## src/rtl/branch_target_predictor.sv

```systemverilog
// Direct-mapped branch target predictor with 2-bit saturating direction
// counters. A lookup registers its prediction one cycle after PC is
// presented. An update from the execute stage trains the indexed entry.
// Lookups always see the table contents from before that edge's update.
module branch_target_predictor #(
   parameter int   ADDRESS_WIDTH = 32,
   parameter int   ENTRIES       = 16,
   parameter logic HIGH          = 1'b1,
   parameter logic LOW           = 1'b0
) (
   input  logic                     CLK,
   input  logic                     RST,
   input  logic [ADDRESS_WIDTH-1:0] PC,
   input  logic                     LOOKUP_VALID,
   input  logic [ADDRESS_WIDTH-1:0] PC_EXECUTION,
   input  logic [ADDRESS_WIDTH-1:0] PC_PREDICT_LEARN,
   input  logic                     BRANCH_TAKEN,
   input  logic                     PC_PREDICT_LEARN_SELECT,
   output logic [ADDRESS_WIDTH-1:0] PC_PREDICTED,
   output logic                     PC_PREDICTOR_STATUS
);

   localparam int INDEX_WIDTH = $clog2(ENTRIES);
   localparam int TAG_WIDTH   = ADDRESS_WIDTH - INDEX_WIDTH - 2;

   // Table storage, one slot per index
   logic                     r_valid  [ENTRIES];
   logic [TAG_WIDTH-1:0]     r_tag    [ENTRIES];
   logic [ADDRESS_WIDTH-1:0] r_target [ENTRIES];
   logic [1:0]               r_ctr    [ENTRIES];

   logic [ADDRESS_WIDTH-1:0] r_pc_predicted;
   logic                     r_status;

   // Address decomposition for the fetch-side lookup
   logic [INDEX_WIDTH-1:0]   w_lk_idx;
   logic [TAG_WIDTH-1:0]     w_lk_tag;
   logic                     w_lk_hit;
   logic                     w_lk_taken;
   logic [ADDRESS_WIDTH-1:0] w_pc_plus4;

   // Address decomposition for the execute-side update
   logic [INDEX_WIDTH-1:0]   w_up_idx;
   logic [TAG_WIDTH-1:0]     w_up_tag;
   logic                     w_up_hit;

   // The two byte-offset bits never take part in indexing or tagging
   logic                     w_unused_offset_bits;

   assign w_lk_idx   = PC[INDEX_WIDTH+1:2];
   assign w_lk_tag   = PC[ADDRESS_WIDTH-1:INDEX_WIDTH+2];
   assign w_lk_hit   = r_valid[w_lk_idx] && (r_tag[w_lk_idx] == w_lk_tag);
   assign w_lk_taken = w_lk_hit && r_ctr[w_lk_idx][1];
   assign w_pc_plus4 = PC + ADDRESS_WIDTH'(4);

   assign w_up_idx   = PC_EXECUTION[INDEX_WIDTH+1:2];
   assign w_up_tag   = PC_EXECUTION[ADDRESS_WIDTH-1:INDEX_WIDTH+2];
   assign w_up_hit   = r_valid[w_up_idx] && (r_tag[w_up_idx] == w_up_tag);

   assign w_unused_offset_bits = ^{PC[1:0], PC_EXECUTION[1:0]};

   // Table training: counter hysteresis on hits, allocation on taken misses
   always_ff @(posedge CLK or posedge RST) begin
      if (RST) begin
         for (int i = 0; i < ENTRIES; i++) begin
            r_valid[i]  <= LOW;
            r_tag[i]    <= '0;
            r_target[i] <= '0;
            r_ctr[i]    <= 2'b01;
         end
      end else if (PC_PREDICT_LEARN_SELECT == HIGH) begin
         if (w_up_hit) begin
            if (BRANCH_TAKEN == HIGH) begin
               r_target[w_up_idx] <= PC_PREDICT_LEARN;
               if (r_ctr[w_up_idx] != 2'b11) begin
                  r_ctr[w_up_idx] <= r_ctr[w_up_idx] + 2'b01;
               end
            end else if (r_ctr[w_up_idx] != 2'b00) begin
               r_ctr[w_up_idx] <= r_ctr[w_up_idx] - 2'b01;
            end
         end else if (BRANCH_TAKEN == HIGH) begin
            // Taken branch not in the table: evict whatever lives here
            r_valid[w_up_idx]  <= HIGH;
            r_tag[w_up_idx]    <= w_up_tag;
            r_target[w_up_idx] <= PC_PREDICT_LEARN;
            r_ctr[w_up_idx]    <= 2'b10;
         end
      end
   end

   // Registered prediction; held while no lookup is requested
   always_ff @(posedge CLK or posedge RST) begin
      if (RST) begin
         r_pc_predicted <= '0;
         r_status       <= LOW;
      end else if (LOOKUP_VALID == HIGH) begin
         if (w_lk_taken) begin
            r_pc_predicted <= r_target[w_lk_idx];
            r_status       <= HIGH;
         end else begin
            r_pc_predicted <= w_pc_plus4;
            r_status       <= LOW;
         end
      end
   end

   assign PC_PREDICTED        = r_pc_predicted;
   assign PC_PREDICTOR_STATUS = r_status;

endmodule

```

## config.mk

```make
export PLATFORM = sky130hd
export DESIGN_NAME = branch_target_predictor
export DESIGN_NICKNAME = d
export VERILOG_FILES = /design/src/rtl/branch_target_predictor.sv
export SDC_FILE = /design/constraint.sdc
export NUM_CORES = 2
export LEC_CHECK = 0
export CAP_MARGIN = 0
export CORE_ASPECT_RATIO = 0.9
export CORE_MARGIN = 5
export CORE_UTILIZATION = 56
export DETAILED_ROUTE_END_ITERATION = 6
export PLACE_DENSITY = 0.82
export SYNTH_ARGS = -nofsm -noshare
export SYNTH_HDL_FRONTEND = slang
export SYNTH_SLANG_ARGS = --single-unit
```

## constraint.sdc

```tcl
create_clock -name CLK -period 30.6 [get_ports CLK]
set_input_delay 4.59 -clock CLK [delete_from_list [all_inputs] [get_ports CLK]]
set_output_delay 4.59 -clock CLK [all_outputs]
set_load 0.05 [all_outputs]
```

### Yosys cells after proc, flatten, opt, wreduce, memory -nomap -nowiden

Cells that the tools add are included.
Widths: inputs -> output; s select.

* bits in registers: 1009
* latch bits: 0
* memory bits (writable): 0
* ROM bits: 0
* input port bits: 101
* output and inout bits: 33
* memories: 0

* add/subtract/negate cells: 3
* $mul: 0
* div/mod/pow operators: 0
* magnitude comparators: 3
* equal/unequal tests: 4
* shift operators: 0
* mux-type cells: 40
* bitwise operators: 7
* reduce and logical (&&, ||, !) cells: 10

Operator list (count)
* $bwmux 512: 1
* $bwmux 416: 1
* $mux 32: 9
* $bmux 26 s4: 2
* $mux 26: 5
* $bmux 32 s4: 1
* $demux 32 s4: 1
* $demux 26 s4: 1
* $bwmux 32: 2
* $eq 26x26->1: 2
* $add 32x3->32 const B: 1
* $or 16x16->16: 2
* $and 16x16->16: 1
* $bmux 2 s4: 2
* $not 16->16: 1
* $ge 5x5->1 const B: 2
* $mux 2: 5
* $not 4->5: 2
* $bmux 1 s4: 2
* $demux 2 s4: 1
* $mux 1: 6
* $reduce_bool 2->1: 3
* $lt 5x1->1 const B: 1
* $demux 1 s4: 1
* 9 further kinds: 12

### Logic depth before layout (Yosys ltp)

* depth in word-level cells: 9
* gate-level depth with buffers: 17
* mapped depth without buffers: 8

### Worst setup path before layout

No wires, ideal clock.

* path type: input to register
* start: in PC_EXECUTION[2]
* end: reg r_ctr[5] (netlist name)
* setup time: 119 ps
* arrival time: 8441 ps
* data required time: 30481 ps
* setup slack: 22041 ps
* stages on the path: 16
* buffers on the path: 8
* cell sequence: buf_6 > buf_4 > buf_4 > buf_2 > clkinv_1 > mux4_2 > mux4_2 > clkbuf_1 > buf_1 > ha_1 > or3b_2 > buf_1 > clkbuf_1 > nor3_1 > o2111ai_1 > o21a_1

* word-level cells in the longest chain between the ends: 9
* elaborated cells on any way between the ends: 33

Ends and longest elaborated chain
* from (decl): RTL line 15 `input logic [ADDRESS_WIDTH-1:0] PC_EXECUTION,`
* $not 4->5 (implied by the code) *
* $bmux 2 s4, or another cell as far along
* $mux 2 (implied by the code) / $logic_and 1x1->1 (equally long branches)
* $mux 2, on equally long branches
* $sub 2x1->2, or another cell as far along: RTL line 79 `r_ctr[w_up_idx] <= r_ctr[w_up_idx] - 2'b01;`
* $bwmux 32, on equally long branches: RTL line 79, 76
* $mux 32, on equally long branches: RTL line 78, 75
* $mux 32: RTL line 73 `if (BRANCH_TAKEN == HIGH) begin`
* $mux 32: RTL line 72 `if (w_up_hit) begin`
* to (signal, indexed assignment): RTL line 76 `r_ctr[w_up_idx] <= r_ctr[w_up_idx] + 2'b01;`
* to (signal, indexed assignment): RTL line 79
* to (decl): RTL line 30 `logic [1:0] r_ctr [ENTRIES];`

Mark *: on every way between the ends. The rest lies on a longest branch, timed or not. The select of a mux whose other input is x is not followed.
A chain may end at the register's enable or synchronous reset.

### Worst setup path after layout

* start: in PC_EXECUTION[3]
* end: reg r_tag[285] (netlist name)

* word-level cells in the longest chain between the ends: 8
* elaborated cells on any way between the ends: 17

Ends and longest elaborated chain
* $not 4->5 (implied by the code) *: RTL line 58, 84
* $bmux 26 s4: RTL line 58 `assign w_up_hit = r_valid[w_up_idx] && (r_tag[w_up_idx] == w_up_tag);`
* $mux 26 (implied by the code) (2 in a row): RTL line 58
* $eq 26x26->1: RTL line 58
* $logic_and 1x1->1: RTL line 58
* $not 1->1 (no source line)
* $reduce_and 3->1 (no source line)
* to (signal, indexed assignment): RTL line 84 `r_tag[w_up_idx] <= w_up_tag;`
* to (decl): RTL line 28 `logic [TAG_WIDTH-1:0] r_tag [ENTRIES];`

Marks and branches as above.

==> results.txt <==
Status - finished clean
Post-Synthesis Cell Area - 0.0513 sq mm
Fin cells - 5060
Post-synth EDFFs - 0
Synth top area share - 0.484
CTS H-tree lvls - 3
Place WS - 20.31 ns
CP max-delay cell - buf_4
Synth top area cells - dfrtp_1 (48%), mux2_2 (16%), mux4_2 (16%)
Post-CTS Hold Buffers - 0
Die area - 0.0978 sq mm
Gate Count Post-Synth - 3763
WP data arrival - 10.31 ns
Core area - 0.0910 sq mm
Top-count cell post-synth - dfrtp_1
DRC Markers - 0
Setup Buffers After CTS - 0
Clock sinks - 1009
Detail Placement HPWL - 80.8 mm
Worst Hold Class - flop to flop
Max Slew Vio Count - 0
Vias per cell - 6.75
Fin crit share - 0.319
Num CTS Buffers - 100
Seq/Total Area, Yosys - 0.493
Hold Crit Start - r_target[3]
# resized after CTS - 0
Delay-heaviest family, CP - buffers and inverters
Syn nets - 3867
FFs w/ async S/R, synth - 1.00
Crit. End Element - flop
Top layer in use - met5
Clock transition at path regs - 0.06 ns
Met3 routed WL - 16.0 mm
# placed instances - 4863
Vias in the first global route - 35.2k
Maxcap violations - 0
Initial antenna violation count - 8
# rows - 105
Required time worst endpoint - 31.15 ns
Final hold viol count - 0
Ports - 134
Fmax - 102 MHz
DR WL met2 - 66.1 mm
Number of distinct library cells after synthesis - 77
CP Buf/Inv Count - 6
Vias after detailed routing - 34.1k
Die height - 297 um
Top FF cell, synth - dfrtp_1
Synth warn - 0
Final Setup Violations - 0
Min Tclk post-route - 9.76 ns
Worst slew margin - 0.123
Gr ovfl total - 0
Register bit total from synthesis - 1009
CTS Buffer Depth - 3
Layout cell share with drive strength beyond 1 - 0.385
Layout area overhead - 10.7%
Syn Area/Cell - 13.6 sq um
Clock skew - 0.0410 ns
Reg2Reg Setup Slack - 25.90 ns
Largest stage delay, worst path - 0.74 ns
Layout fillers - 6401
Clk_lat worst skew - 0.70 ns
Iter 0 DRT Violations - 3955
Detail Route Antenna Nets - 0
Routed WL per cell - 28.6 um
Worst reg2reg path depth - 11
Startpoint Class - input pin
PwrDens - 66.6 mW/mm^2
Pre-Repair DR Iteration Count - 5
DIE WIDTH - 329 um
Metal-1 WL - 56.0 mm
Cell leakage power - 24.9 nW
Placer Congestion - 0.896
Max VDD drop - 0.0486 mV
Unrepaired setup endpoints after global routing - false
GRT Overall Usage - 0.295
Final #Nets - 3839
Most common cell on crit path - buf_4
Yosys top cell by area - dfrtp_1
Number of port buffers - 131
CTS tree - done
Worst slew pin tran - 1.31 ns
Top cells by count, synth - dfrtp_1 (993), mux2_2 (730), nand2_1 (542)
Critical Path, Cell by Cell - buf_4 > buf_4 > nor2b_1 > buf_4 > a22oi_1 > a21o_1 > a221oi_1 > o22ai_1 > nor4_4 > buf_4 > buf_4 > a21oi_4 > buf_4 > mux2_1
Worst hold path cell count - 2
Clock root buffer - clkbuf_16
Largest net degree at the start of global routing - 198
Total length of routed wires - 145 mm
WS Path Type - input pin to flop
First-pass GRT wire length - 221 mm
Hold endpoint - r_target[3]
Final worst slack - 20.84 ns
Post-Route Setup TNS - 0 ns
Reg-to-reg startpoint - r_tag[165]
Initial Util - 0.563
Max FO, Critical Path - 57
RR Endpoint - r_tag[285]
-- kinds of logic after synthesis --
kind of cell / count (synthesis) / synth area share
mux: 1209 / 0.344
flops: 1009 / 0.493
simple gates: 754 / 0.0633
buf+inv: 374 / 0.0339
compound gates: 338 / 0.0521
xor+xnor: 76 / 0.0130
fa+ha+maj: 3 / 0.000732
-- layer usage --
metal | track usage | up-vias
met3 | 0.0856 | 435
met4 | 0.119 | 4
met1 | 0.411 | 17900
met5 | 0 | -
li1 | - | 13900
met2 | 0.441 | 1882
-- worst min-delay path: cells and delay by family (launching register included) --
kind / cells / cell delay (ns)
DFF: 1 / 0.34
and+or+nand+nor: 2 / 0.10
-- power by group --
group | total [mW] | internal [mW] | switching (mW)
sequential | 1.76 | 1.59 | 0.164
clock | 1.29 | 0.742 | 0.546
combinational | 0.738 | 0.416 | 0.323
-- registers in the layout, summed over array words and instances, names as in the netlist --
name / flops
r_target: 512
PC_PREDICTED: 32
r_tag: 416
r_ctr: 32
r_valid: 16
PC_PREDICTOR_STATUS: 1
-- worst max path at each step --
stage | slack (ns) | cells after the start | endpoint | startpoint
2_1_floorplan | 12.12 | 1 | PC_PREDICTED[0] | RST
3_3_place_gp | 20.34 | 14 | r_tag[294] | PC_EXECUTION[3]
3_5_place_dp | 20.31 | 14 | r_tag[294] | PC_EXECUTION[3]
4_1_cts | 20.98 | 14 | r_tag[285] | PC_EXECUTION[3]
5_1_grt | 20.71 | 14 | r_tag[285] | PC_EXECUTION[3]
6_report | 20.84 | 14 | r_tag[285] | PC_EXECUTION[3]
-- cell type report --
type / instances / area (sq um) / area share
flip-flops and latches: 1009 / 25300 / 0.445
multi-input cells: 2380 / 24400 / 0.430
clock buffers: 148 / 3010 / 0.0529
repair buffers: 209 / 1960 / 0.0344
well taps: 1230 / 1540 / 0.0271
clock inverters: 37 / 443 / 0.00780
inverters: 35 / 135 / 0.00238
diodes: 12 / 30.0 / 0.000529
-- cell usage in the layout (no fill, tap or decap), drive strengths merged, types with 20 or more instances in the layout --
cell / netlist / layout
clkbuf: 204 / 149
nand2: 542 / 542
xnor2: 53 / 53
o21ai: 55 / 55
a22oi: 20 / 20
inv: 34 / 37
clkdlybuf4s50: 0 / 123
o2111ai: 31 / 31
a31o: 29 / 29
a21oi: 23 / 23
nor3: 27 / 27
mux2i: 75 / 75
buf: 135 / 85
mux4: 362 / 362
clkinv: 1 / 26
nand3: 26 / 26
mux2: 772 / 772
nor2: 55 / 55
xor2: 23 / 23
dfrtp: 993 / 993
a221oi: 21 / 21
a22o: 32 / 32
a31oi: 38 / 38
-- through the flow --
stage	power (mW)	hold slack (ns)	cell area [sq um]	util
detailed placement	2.50	0.459	53300	0.586
CTS	3.78	0.475	56800	0.623
global route	3.93	0.495	56800	0.623
finish	3.78	0.471	56800	0.624
global placement	2.45	0.454	53300	0.586
floorplan	2.30	0.441	51300	-
No activity file was read; power rests on OpenSTA's default activity.
